`config.mk`:
```
export PLATFORM = sky130hd
export DESIGN_NAME = serial_subtractor
export DESIGN_NICKNAME = d
export VERILOG_FILES = /design/src/rtl/serial_subtractor.sv
export SDC_FILE = /design/constraint.sdc
export NUM_CORES = 1
export LEC_CHECK = 0
export BUFFER_PORTS_ARGS = -buffer_cell sky130_fd_sc_hd__buf_2
export CORE_MARGIN = 1
export CORE_UTILIZATION = 40
export DETAILED_ROUTE_END_ITERATION = 8
export PLACE_DENSITY = 0.67
export SETUP_SLACK_MARGIN = 0.15
export SLEW_MARGIN = 20
export SYNTH_ARGS = -nofsm -noshare
export SYNTH_HDL_FRONTEND = slang
export SYNTH_SLANG_ARGS = --single-unit
```
`constraint.sdc`:
```
create_clock -name clk -period 2.4 [get_ports clk]
set_clock_uncertainty 0.15 [all_clocks]
set_input_delay 0.12 -clock clk [delete_from_list [all_inputs] [get_ports clk]]
set_output_delay 0.12 -clock clk [all_outputs]
set_load 0.02 [all_outputs]
```
`src/rtl/serial_subtractor.sv`:
```
// Bit-serial unsigned subtractor: one difference bit per cycle, result and borrow published with a one-cycle done pulse.
// Optional two's-complement overflow output enabled by defining SERIAL_SUBTRACTOR_OVF_EN.
module serial_subtractor #(
    parameter int WIDTH = 8
) (
    input  logic             clk,
    input  logic             reset,
    input  logic             start,
    input  logic [WIDTH-1:0] x,
    input  logic [WIDTH-1:0] y,
    output logic [WIDTH-1:0] z,
    output logic             borrow,
    output logic             busy,
    output logic             done
`ifdef SERIAL_SUBTRACTOR_OVF_EN
    ,
    output logic             ovf
`endif
);
    localparam int CW = $clog2(WIDTH + 1);

    typedef enum logic [1:0] {
        S_IDLE  = 2'd0,
        S_SHIFT = 2'd1,
        S_DONE  = 2'd2
    } state_t;

    state_t           r_state;
    logic [WIDTH-1:0] r_a;
    logic [WIDTH-1:0] r_b;
    logic [WIDTH-1:0] r_res;
    logic             r_bin;
    logic [CW-1:0]    r_cnt;
`ifdef SERIAL_SUBTRACTOR_OVF_EN
    logic             r_xmsb;
    logic             r_ymsb;
`endif

    logic w_a;
    logic w_b;
    logic w_diff;
    logic w_bnext;

    assign w_a     = r_a[0];
    assign w_b     = r_b[0];
    assign w_diff  = w_a ^ w_b ^ r_bin;
    assign w_bnext = (~w_a & w_b) | (~(w_a ^ w_b) & r_bin);

    always_ff @(posedge clk) begin
        if (reset) begin
            r_state <= S_IDLE;
            r_a     <= '0;
            r_b     <= '0;
            r_res   <= '0;
            r_bin   <= 1'b0;
            r_cnt   <= '0;
            z       <= '0;
            borrow  <= 1'b0;
            busy    <= 1'b0;
            done    <= 1'b0;
`ifdef SERIAL_SUBTRACTOR_OVF_EN
            r_xmsb  <= 1'b0;
            r_ymsb  <= 1'b0;
            ovf     <= 1'b0;
`endif
        end else begin
            done <= 1'b0;
            case (r_state)
                S_IDLE, S_DONE: begin
                    // DONE accepts start too, so back-to-back requests lose no cycle
                    if (start) begin
                        r_a     <= x;
                        r_b     <= y;
                        r_res   <= '0;
                        r_bin   <= 1'b0;
                        r_cnt   <= '0;
`ifdef SERIAL_SUBTRACTOR_OVF_EN
                        r_xmsb  <= x[WIDTH-1];
                        r_ymsb  <= y[WIDTH-1];
`endif
                        r_state <= S_SHIFT;
                        busy    <= 1'b1;
                    end else begin
                        r_state <= S_IDLE;
                        busy    <= 1'b0;
                    end
                end
                S_SHIFT: begin
                    r_a   <= r_a >> 1;
                    r_b   <= r_b >> 1;
                    r_res <= {w_diff, r_res[WIDTH-1:1]};
                    r_bin <= w_bnext;
                    r_cnt <= r_cnt + CW'(1);
                    if (r_cnt == CW'(WIDTH - 1)) begin
                        // last bit is still combinational here, fold it straight into z
                        z       <= {w_diff, r_res[WIDTH-1:1]};
                        borrow  <= w_bnext;
`ifdef SERIAL_SUBTRACTOR_OVF_EN
                        ovf     <= (r_xmsb != r_ymsb) && (w_diff != r_xmsb);
`endif
                        r_state <= S_DONE;
                        busy    <= 1'b0;
                        done    <= 1'b1;
                    end
                end
                default: begin
                    r_state <= S_IDLE;
                    busy    <= 1'b0;
                end
            endcase
        end
    end
endmodule
```
# Yosys cells after proc, flatten, opt, wreduce, memory -nomap -nowiden
# Cells that the tools add are included.
dict set report totals {
  register_bits 42
}
dict set report classes {
  n_addsub 1
  n_eq_ne 5
  mux 17
  bitwise_logic 8
  n_reduce_logical 6
}
# operator n
set ops {}
lappend ops {{case mux 8 bit (2 select lines)} 3}
lappend ops {{2-to-1 mux 8 bit} 3}
lappend ops {{case mux 4 bit (2 select lines)} 1}
lappend ops {{2-to-1 mux 1 bit} 5}
lappend ops {{adder 4 x 1 -> 4 bit (second input constant)} 1}
lappend ops {{== test 4 x 3 -> 1 bit (second input constant)} 1}
lappend ops {{2-to-1 mux 4 bit} 1}
lappend ops {{inequality test 2 bit (second input constant)} 2}
lappend ops {{case mux 1 bit (2 select lines)} 2}
lappend ops {{case mux 2 bit (2 select lines)} 1}
lappend ops {{AND reduction 2 bit} 2}
lappend ops {{OR reduction 2 bit} 2}
lappend ops {{NOT 1 bit} 3}
lappend ops {{bitwise AND 1 bit} 2}
lappend ops {{== test 2 x 1 -> 1 bit (second input constant)} 1}
lappend ops {{== test 2 bit (second input constant)} 1}
lappend ops {{logical NOT 2 bit} 1}
lappend ops {{2-to-1 mux 2 bit} 1}
lappend ops {{nonzero test 2 bit} 1}
lappend ops {{XOR 1 bit} 2}
lappend ops {{OR 1 bit} 1}

# Logic depth before layout (Yosys ltp)
# Gate-level depths: netlist (run 1).
dict set report depth {
  ltp_word 5
  mapped_depth 5
}

# Worst setup path before layout (run 1)
# OpenSTA, ideal clock, no wires.
dict set report synth_timing {
  path_kind {register -> register}
  start {register r_state[0]}
  end {register borrow}
  t_arrival_ns 1.298
  required_ns 2.129
  setup_slack_ns 0.831
  stages_incl_launch_ff 5
  n_path_buf 1
  path_cell_list {dfxtp_1 -> and2b_1 -> buf_6 -> and4b_4 -> mux2_2}
}
dict set report synth_via {
  elab_chain_cells 2
}
# item line_no
set synth_lines {}
lappend synth_lines {{from (decl)} 28} ;# state_t r_state;
lappend synth_lines {{from (signal assigned)} 51} ;# r_state <= S_IDLE;
lappend synth_lines {{from (signal assigned)} 81} ;# r_state <= S_SHIFT;
lappend synth_lines {{from (signal assigned)} 84} ;# r_state <= S_IDLE;
lappend synth_lines {{== test 2 x 1 -> 1 bit} 68} ;# case (r_state)
lappend synth_lines {{AND reduction 2 bit (no line)} -}
lappend synth_lines {{to (signal assigned)} 97} ;# borrow <= w_bnext;
lappend synth_lines {{to (decl)} 12} ;# output logic borrow,
# No other way between the ends.
# A chain may end at the register's enable or synchronous reset.

# Worst setup path after layout (run 1)
dict set report layout_timing {
  start {register r_cnt[0]}
  end {register borrow}
}
dict set report layout_via {
  elab_chain_cells 2
}
# item line_no
set layout_lines {}
lappend layout_lines {{from (decl)} 33} ;# logic [CW-1:0] r_cnt;
lappend layout_lines {{from (signal assigned)} 93} ;# r_cnt <= r_cnt + CW'(1);
lappend layout_lines {{== test 4 x 3 -> 1 bit} 94} ;# if (r_cnt == CW'(WIDTH - 1)) begin
lappend layout_lines {{AND reduction 2 bit (no line)} -}
# No other way between the ends.

==> impl_metrics.env, run 1 <==
export IMPL_arrival_ps=1630
export IMPL_report_final_setup_viol=0
export IMPL_pwr_density_cell_nw_per_um2=631.0
export IMPL_post_route_period_util=0.6662
export IMPL_clk_pin_slew_worst_paths_ps=70
export IMPL_path_class="reg -> reg"
export IMPL_drv_cap=0
export IMPL_io_buffers=29
export IMPL_placementRows=23
export IMPL_mappedNetlistNets=204
export IMPL_ctsLongestPathBuffers=2
export IMPL_cp_depth=3
export IMPL_cts_sinks=40
export IMPL_floorplan_initialDensity=0.4191
export IMPL_tritoncts_num_buffers=5
export IMPL_crit_path_top_delay_cell="sky130_fd_sc_hd__and4b_4"
export IMPL_synth_ff_latch_count=40
export IMPL_n_antenna_cell=0
export IMPL_setup_slack_ps=801.0
export IMPL_number_of_antenna_violations_at_the_first_check_in_global_routing=0
export IMPL_global_route_usage_total=0.1677
export IMPL_mappedNetlistArea_um2=1677
export IMPL_nets=244
export IMPL_detailed_route_via_count=1403
export IMPL_critical_path_top_delay_family="simple AND/OR/NAND/NOR gates"
export IMPL_totalNegativeSetupSlack_ps=0
export IMPL_first_iteration_detailed_routing_drc_count=81
export IMPL_start_kind="flip-flop"
export IMPL_syn_instance_count=183
export IMPL_synth_cell_types=23
export IMPL_routed_wirelength_mm=3.403
export IMPL_detailedPlace_worstSlack_ps=807.5
export IMPL_worst_slew_pin_slew_ps=550.5
export IMPL_clk_insertion_delay_late_ps=290
export IMPL_fmax_mhz=625.4
export IMPL_finalMaxSlewViolations=0
export IMPL_drt_antenna_net_count=0
export IMPL_max_slew_margin=0.6322
export IMPL_number_of_i_o_pins=30
export IMPL_globalplace_congestion=0.7136
export IMPL_number_of_cells_on_the_worst_hold_path=2
export IMPL_grt_setup_unrepaired="false"
export IMPL_holdCritPathClass="in -> reg"
export IMPL_post_cts_buffers=0
export IMPL_min_period_ps=1599
export IMPL_drive_above_1_share=0.1964
export IMPL_critical_path_max_stage_delay_ps=390
export IMPL_drc=0
export IMPL_area_growth_syn_to_layout_pct=24.10
export IMPL_clockRootBuffer="sky130_fd_sc_hd__clkbuf_8"
export IMPL_floorplan_die_area_um2=4454
export IMPL_post_synth_cell_area_avg_um2=9.162
export IMPL_grt_max_degree=38
export IMPL_post_drt_via_cell_ratio=5.120
export IMPL_worstPathCellList="ha_1 > and4b_4 > mux2_2"
export IMPL_cts_tree="yes"
export IMPL_core_area_um2=4000
export IMPL_vdd_ir_drop_max_v=0.0003977
export IMPL_detail_route_first_pass_iterations=5
export IMPL_outcome="finished, final reports clean"
export IMPL_worstRegToRegCells=3
export IMPL_globalRouteOverflowTotal=0
export IMPL_power_static_leakage_nw=0.7848
export IMPL_first_global_vias=1291
export IMPL_cts_max_level=2
export IMPL_die_width_um=66.74
export IMPL_critical_path_buf_inv_count=0
export IMPL_synth_sequential_area_ratio=0.4776
export IMPL_grt_pass1_wl_mm=5.582
export IMPL_yosysWarnings=0
export IMPL_critical_path_endpoint_type="flip-flop"
export IMPL_dp_final_hpwl_mm=1.919
export IMPL_finalHoldViolCount=0
export IMPL_cp_max_fanout=11
export IMPL_timing_critical_path_required_ps=2430
export IMPL_routed_wire_length_per_instance_um=12.42
export IMPL_die_height_um=66.74
[cell families (layout without fill, tap and decap cells)]
group | count (synthesis) | after routing | share of synthesized area
muxes | 11 | 11 | 0.07015
buffers and inverters | 19 | 60 | 0.05896
DFF | 40 | 40 | 0.4776
and+or+nand+nor | 68 | 68 | 0.2231
adders and majority gates | 2 | 2 | 0.01940
AOI/OAI and AO/OA | 43 | 43 | 0.1507
[cell type report]
class | count | area, um^2
inverters | 2 | 7.507
clock buffers | 8 | 90.09
well taps | 50 | 62.56
fillers | 377 | 1919
repair buffers | 50 | 342.8
flip-flops and latches | 40 | 800.8
multi-input cells | 124 | 777.0
[Yosys cell counts (all sizes together)]
master,number,area share
and2b,3,0.013
nor2,3,0.0067
a22oi,14,0.063
clkbuf,5,0.011
nand2,10,0.022
fa,1,0.012
nand3,26,0.078
dfxtp,40,0.48
nor2b,2,0.0075
a211oi,1,0.0045
nand2b,20,0.075
ha,1,0.0075
nor3b,1,0.0045
nand3b,1,0.0045
buf,12,0.043
a21oi,28,0.084
inv,2,0.0045
and4b,1,0.0082
nand4,1,0.0037
mux2,3,0.022
mux2i,8,0.048
[power by group]
group	total, W	switching, W	internal [W]
logic	0.000154	0.0000829	0.0000711
clock network	0.000458	0.000224	0.000234
registers	0.000701	0.0000139	0.000687
total	0.00131	0.000320	0.000992
[registers in the layout, indices dropped and copies added (netlist names)]
name / flops
r_a: 8
r_res: 7
r_b: 8
z: 8
r_cnt: 4
r_bin: 1
done: 1
borrow: 1
r_state: 2
[per-stage QoR]
stage	util	cell area (um^2)	total power [W]	cells	hold slack (ps)
global route	0.5202	2081	0.001368	274	187.1
CTS	0.5202	2081	0.001323	274	162.4
global placement	0.4576	1831	0.0008473	250	211.0
floorplan	-	1677	0.0008123	183	106.0
finish	0.5202	2081	0.001313	274	173.7
detailed placement	0.4576	1831	0.0008482	250	217.9
[final timing paths]
kind	from	slack (ps)	endpoint
setup / recovery	r_cnt[0]	800	borrow
hold / removal	reset	170	r_res[3]
hold reg to reg	r_a[1]	320	r_a[1]
setup reg to reg	r_cnt[0]	800	borrow
[routing by layer]
| metal | routed length, um | GRT usage | share of wire |
|---|---|---|---|
| met5 | 0 | 0 | 0 |
| met4 | 59 | 0.08777 | 0.017 |
| met3 | 160 | 0.04281 | 0.047 |
| met2 | 1479 | 0.2677 | 0.43 |
| met1 | 1703 | 0.2050 | 0.50 |
[repair_timing]
item,CTS,global route
endpoints found under the hold margin,16,0
resized for setup,0,0
hold buffers,16,0
[placed cells by master (no fill, tap or decap), types with 2 or more instances in the layout]
cell type	n
sky130_fd_sc_hd__inv_1	2
sky130_fd_sc_hd__clkbuf_1	2
sky130_fd_sc_hd__dlygate4sd3_1	16
sky130_fd_sc_hd__nand2_1	10
sky130_fd_sc_hd__a21oi_1	28
sky130_fd_sc_hd__dfxtp_1	40
sky130_fd_sc_hd__a22oi_1	14
sky130_fd_sc_hd__mux2i_1	8
sky130_fd_sc_hd__nor2_1	3
sky130_fd_sc_hd__buf_2	29
sky130_fd_sc_hd__buf_4	5
sky130_fd_sc_hd__mux2_2	2
sky130_fd_sc_hd__nor2b_1	2
sky130_fd_sc_hd__nand2b_1	20
sky130_fd_sc_hd__nand3_1	26
sky130_fd_sc_hd__clkbuf_8	6
sky130_fd_sc_hd__and2b_1	3
Note: power is estimated with default switching activity, not from simulation.
==> run 2, diff against run 1 <==
- clock period: 2.4 -> 1.5 ns (I/O delays scaled with it)
==> impl_metrics.env, run 2 (synthesis gave the netlist of run 1 again) <==
export IMPL_io_buffers=29
export IMPL_clk_insertion_delay_late_ps=290
export IMPL_detailedPlace_worstSlack_ps=92.83
export IMPL_detailed_route_via_count=1458
export IMPL_post_drt_via_cell_ratio=5.098
export IMPL_cp_max_fanout=3
export IMPL_final_cells=286
export IMPL_report_final_setup_viol=0
export IMPL_path_class="reg -> reg"
export IMPL_commonest_non_fill_non_tap_cell_in_the_layout="sky130_fd_sc_hd__dfxtp_1"
export IMPL_drc=0
export IMPL_pwr_density_cell_nw_per_um2=941.3
export IMPL_detail_route_first_pass_iterations=3
export IMPL_use_met2=0.2942
export IMPL_gr_usage_met3=0.04966
export IMPL_dp_final_hpwl_mm=2.099
export IMPL_post_route_period_util=0.9061
export IMPL_die_width_um=66.74
export IMPL_number_of_i_o_pins=30
export IMPL_finalMaxSlewViolations=0
export IMPL_power_static_leakage_nw=0.8715
export IMPL_global_route_usage_total=0.1763
export IMPL_numPlacedInstances=257
export IMPL_grt_pass1_wl_mm=5.913
export IMPL_critical_path_endpoint_type="flip-flop"
export IMPL_layout_common_cells="sky130_fd_sc_hd__dfxtp_1 (36), sky130_fd_sc_hd__buf_2 (29), sky130_fd_sc_hd__a21oi_1 (26), sky130_fd_sc_hd__nand3_1 (26), sky130_fd_sc_hd__nand2b_1 (20)"
export IMPL_globalplace_congestion=0.7822
export IMPL_core_area_um2=4000
export IMPL_first_iteration_detailed_routing_drc_count=71
export IMPL_drv_cap=0
export IMPL_grt_setup_unrepaired="true"
export IMPL_fin_hold_ws_ps=29.67
export IMPL_fmax_mhz=735.8
export IMPL_holdCritPathClass="in -> reg"
export IMPL_number_of_antenna_violations_at_the_first_check_in_global_routing=0
export IMPL_floorplan_die_area_um2=4454
export IMPL_clockRootBuffer="sky130_fd_sc_hd__clkbuf_8"
export IMPL_start_kind="flip-flop"
export IMPL_placementRows=23
export IMPL_routed_wirelength_mm=3.566
export IMPL_floorplan_initialDensity=0.4191
export IMPL_arrival_ps=1390
export IMPL_final_core_utilization=0.5799
export IMPL_first_global_vias=1388
export IMPL_worst_slew_pin_slew_ps=390.1
export IMPL_clk_pin_slew_worst_paths_ps=70
export IMPL_cts_tree="yes"
export IMPL_drt_antenna_net_count=0
export IMPL_setup_slack_ps=140.9
export IMPL_vdd_ir_drop_max_v=0.0006256
export IMPL_cts_sinks=40
export IMPL_tritoncts_num_buffers=5
export IMPL_globalRouteOverflowTotal=0
export IMPL_grtUsageMet1=0.2019
export IMPL_largestRegisters="r_a (8), r_b (8), z (8)"
export IMPL_area_growth_syn_to_layout_pct=38.36
export IMPL_global_route_peak_usage_layer="met2"
export IMPL_outcome="finished, final reports clean"
export IMPL_finalHoldViolCount=0
export IMPL_timing_critical_path_required_ps=1530
export IMPL_grt_max_degree=27
export IMPL_ctsLongestPathBuffers=2
export IMPL_cts_max_level=2
export IMPL_nets=256
export IMPL_min_period_ps=1359
export IMPL_routed_wire_length_per_instance_um=12.47
export IMPL_die_height_um=66.74
export IMPL_drive_above_1_share=0.3390
export IMPL_totalNegativeSetupSlack_ps=0
export IMPL_max_slew_margin=0.7399
export IMPL_n_antenna_cell=0
==> run 2: cell count changes in the layout (fill, tap and decap cells not counted), sizes merged <==
cell / delta
buf: +12
clkbuf: -2
clkinv: +2
==> run 2: metrics by stage <==
stage | instance area, um^2 | power (W)
5_1_grt | 2320 | 0.002286
6_report | 2320 | 0.002183
4_1_cts | 2230 | 0.002159
3_5_place_dp | 1916 | 0.001381
3_3_place_gp | 1916 | 0.001378
2_1_floorplan | 1684 | 0.001300
==> run 2: layer usage <==
layer,part of all wire,up-vias
met4,0.020,0
li1,-,739
met5,0,-
met2,0.49,30
met1,0.45,679
met3,0.043,10
==> run 2: area by class of cell <==
class,instances,area [um^2]
clock buffer,6,82.58
clock inverter,2,10.01
fill,353,1680
inverter,2,7.507
multi-input combinational,124,875.8
sequential,40,808.3
tap,50,62.56
timing repair buffer,62,473.0
==> run 2: worst max-delay path: stages (launching register included) <==
cell and delay, ps:
sky130_fd_sc_hd__dfxtp_1 310, sky130_fd_sc_hd__and2b_2 240, sky130_fd_sc_hd__and4b_4 260, sky130_fd_sc_hd__mux2_4 300
==> run 2: final timing paths <==
| kind | from | end | slack, ps | cells past startpoint |
|---|---|---|---|---|
| max reg2reg | r_state[1] | borrow | 140 | 3 |
| min reg2reg | z[3] | z[3] | 320 | 2 |
| min | reset | r_state[0] | 30 | 2 |
| max | r_state[1] | borrow | 140 | 3 |
==> run 2: power breakdown <==
group          total (W)  switching, W  internal (W)
Sequential       0.00113     0.0000272       0.00110
Combinational   0.000323      0.000156      0.000167
Clock           0.000733      0.000366      0.000367
==> run 2: what timing repair did <==
item / in CTS / in global routing
hold buffers: 16 / 0
pin swaps: 2 / 5
gates resized for setup: 7 / 20
setup buffers: 5 / 0
endpoints found under the setup margin: 10 / 34
endpoints found under the hold margin: 16 / 0
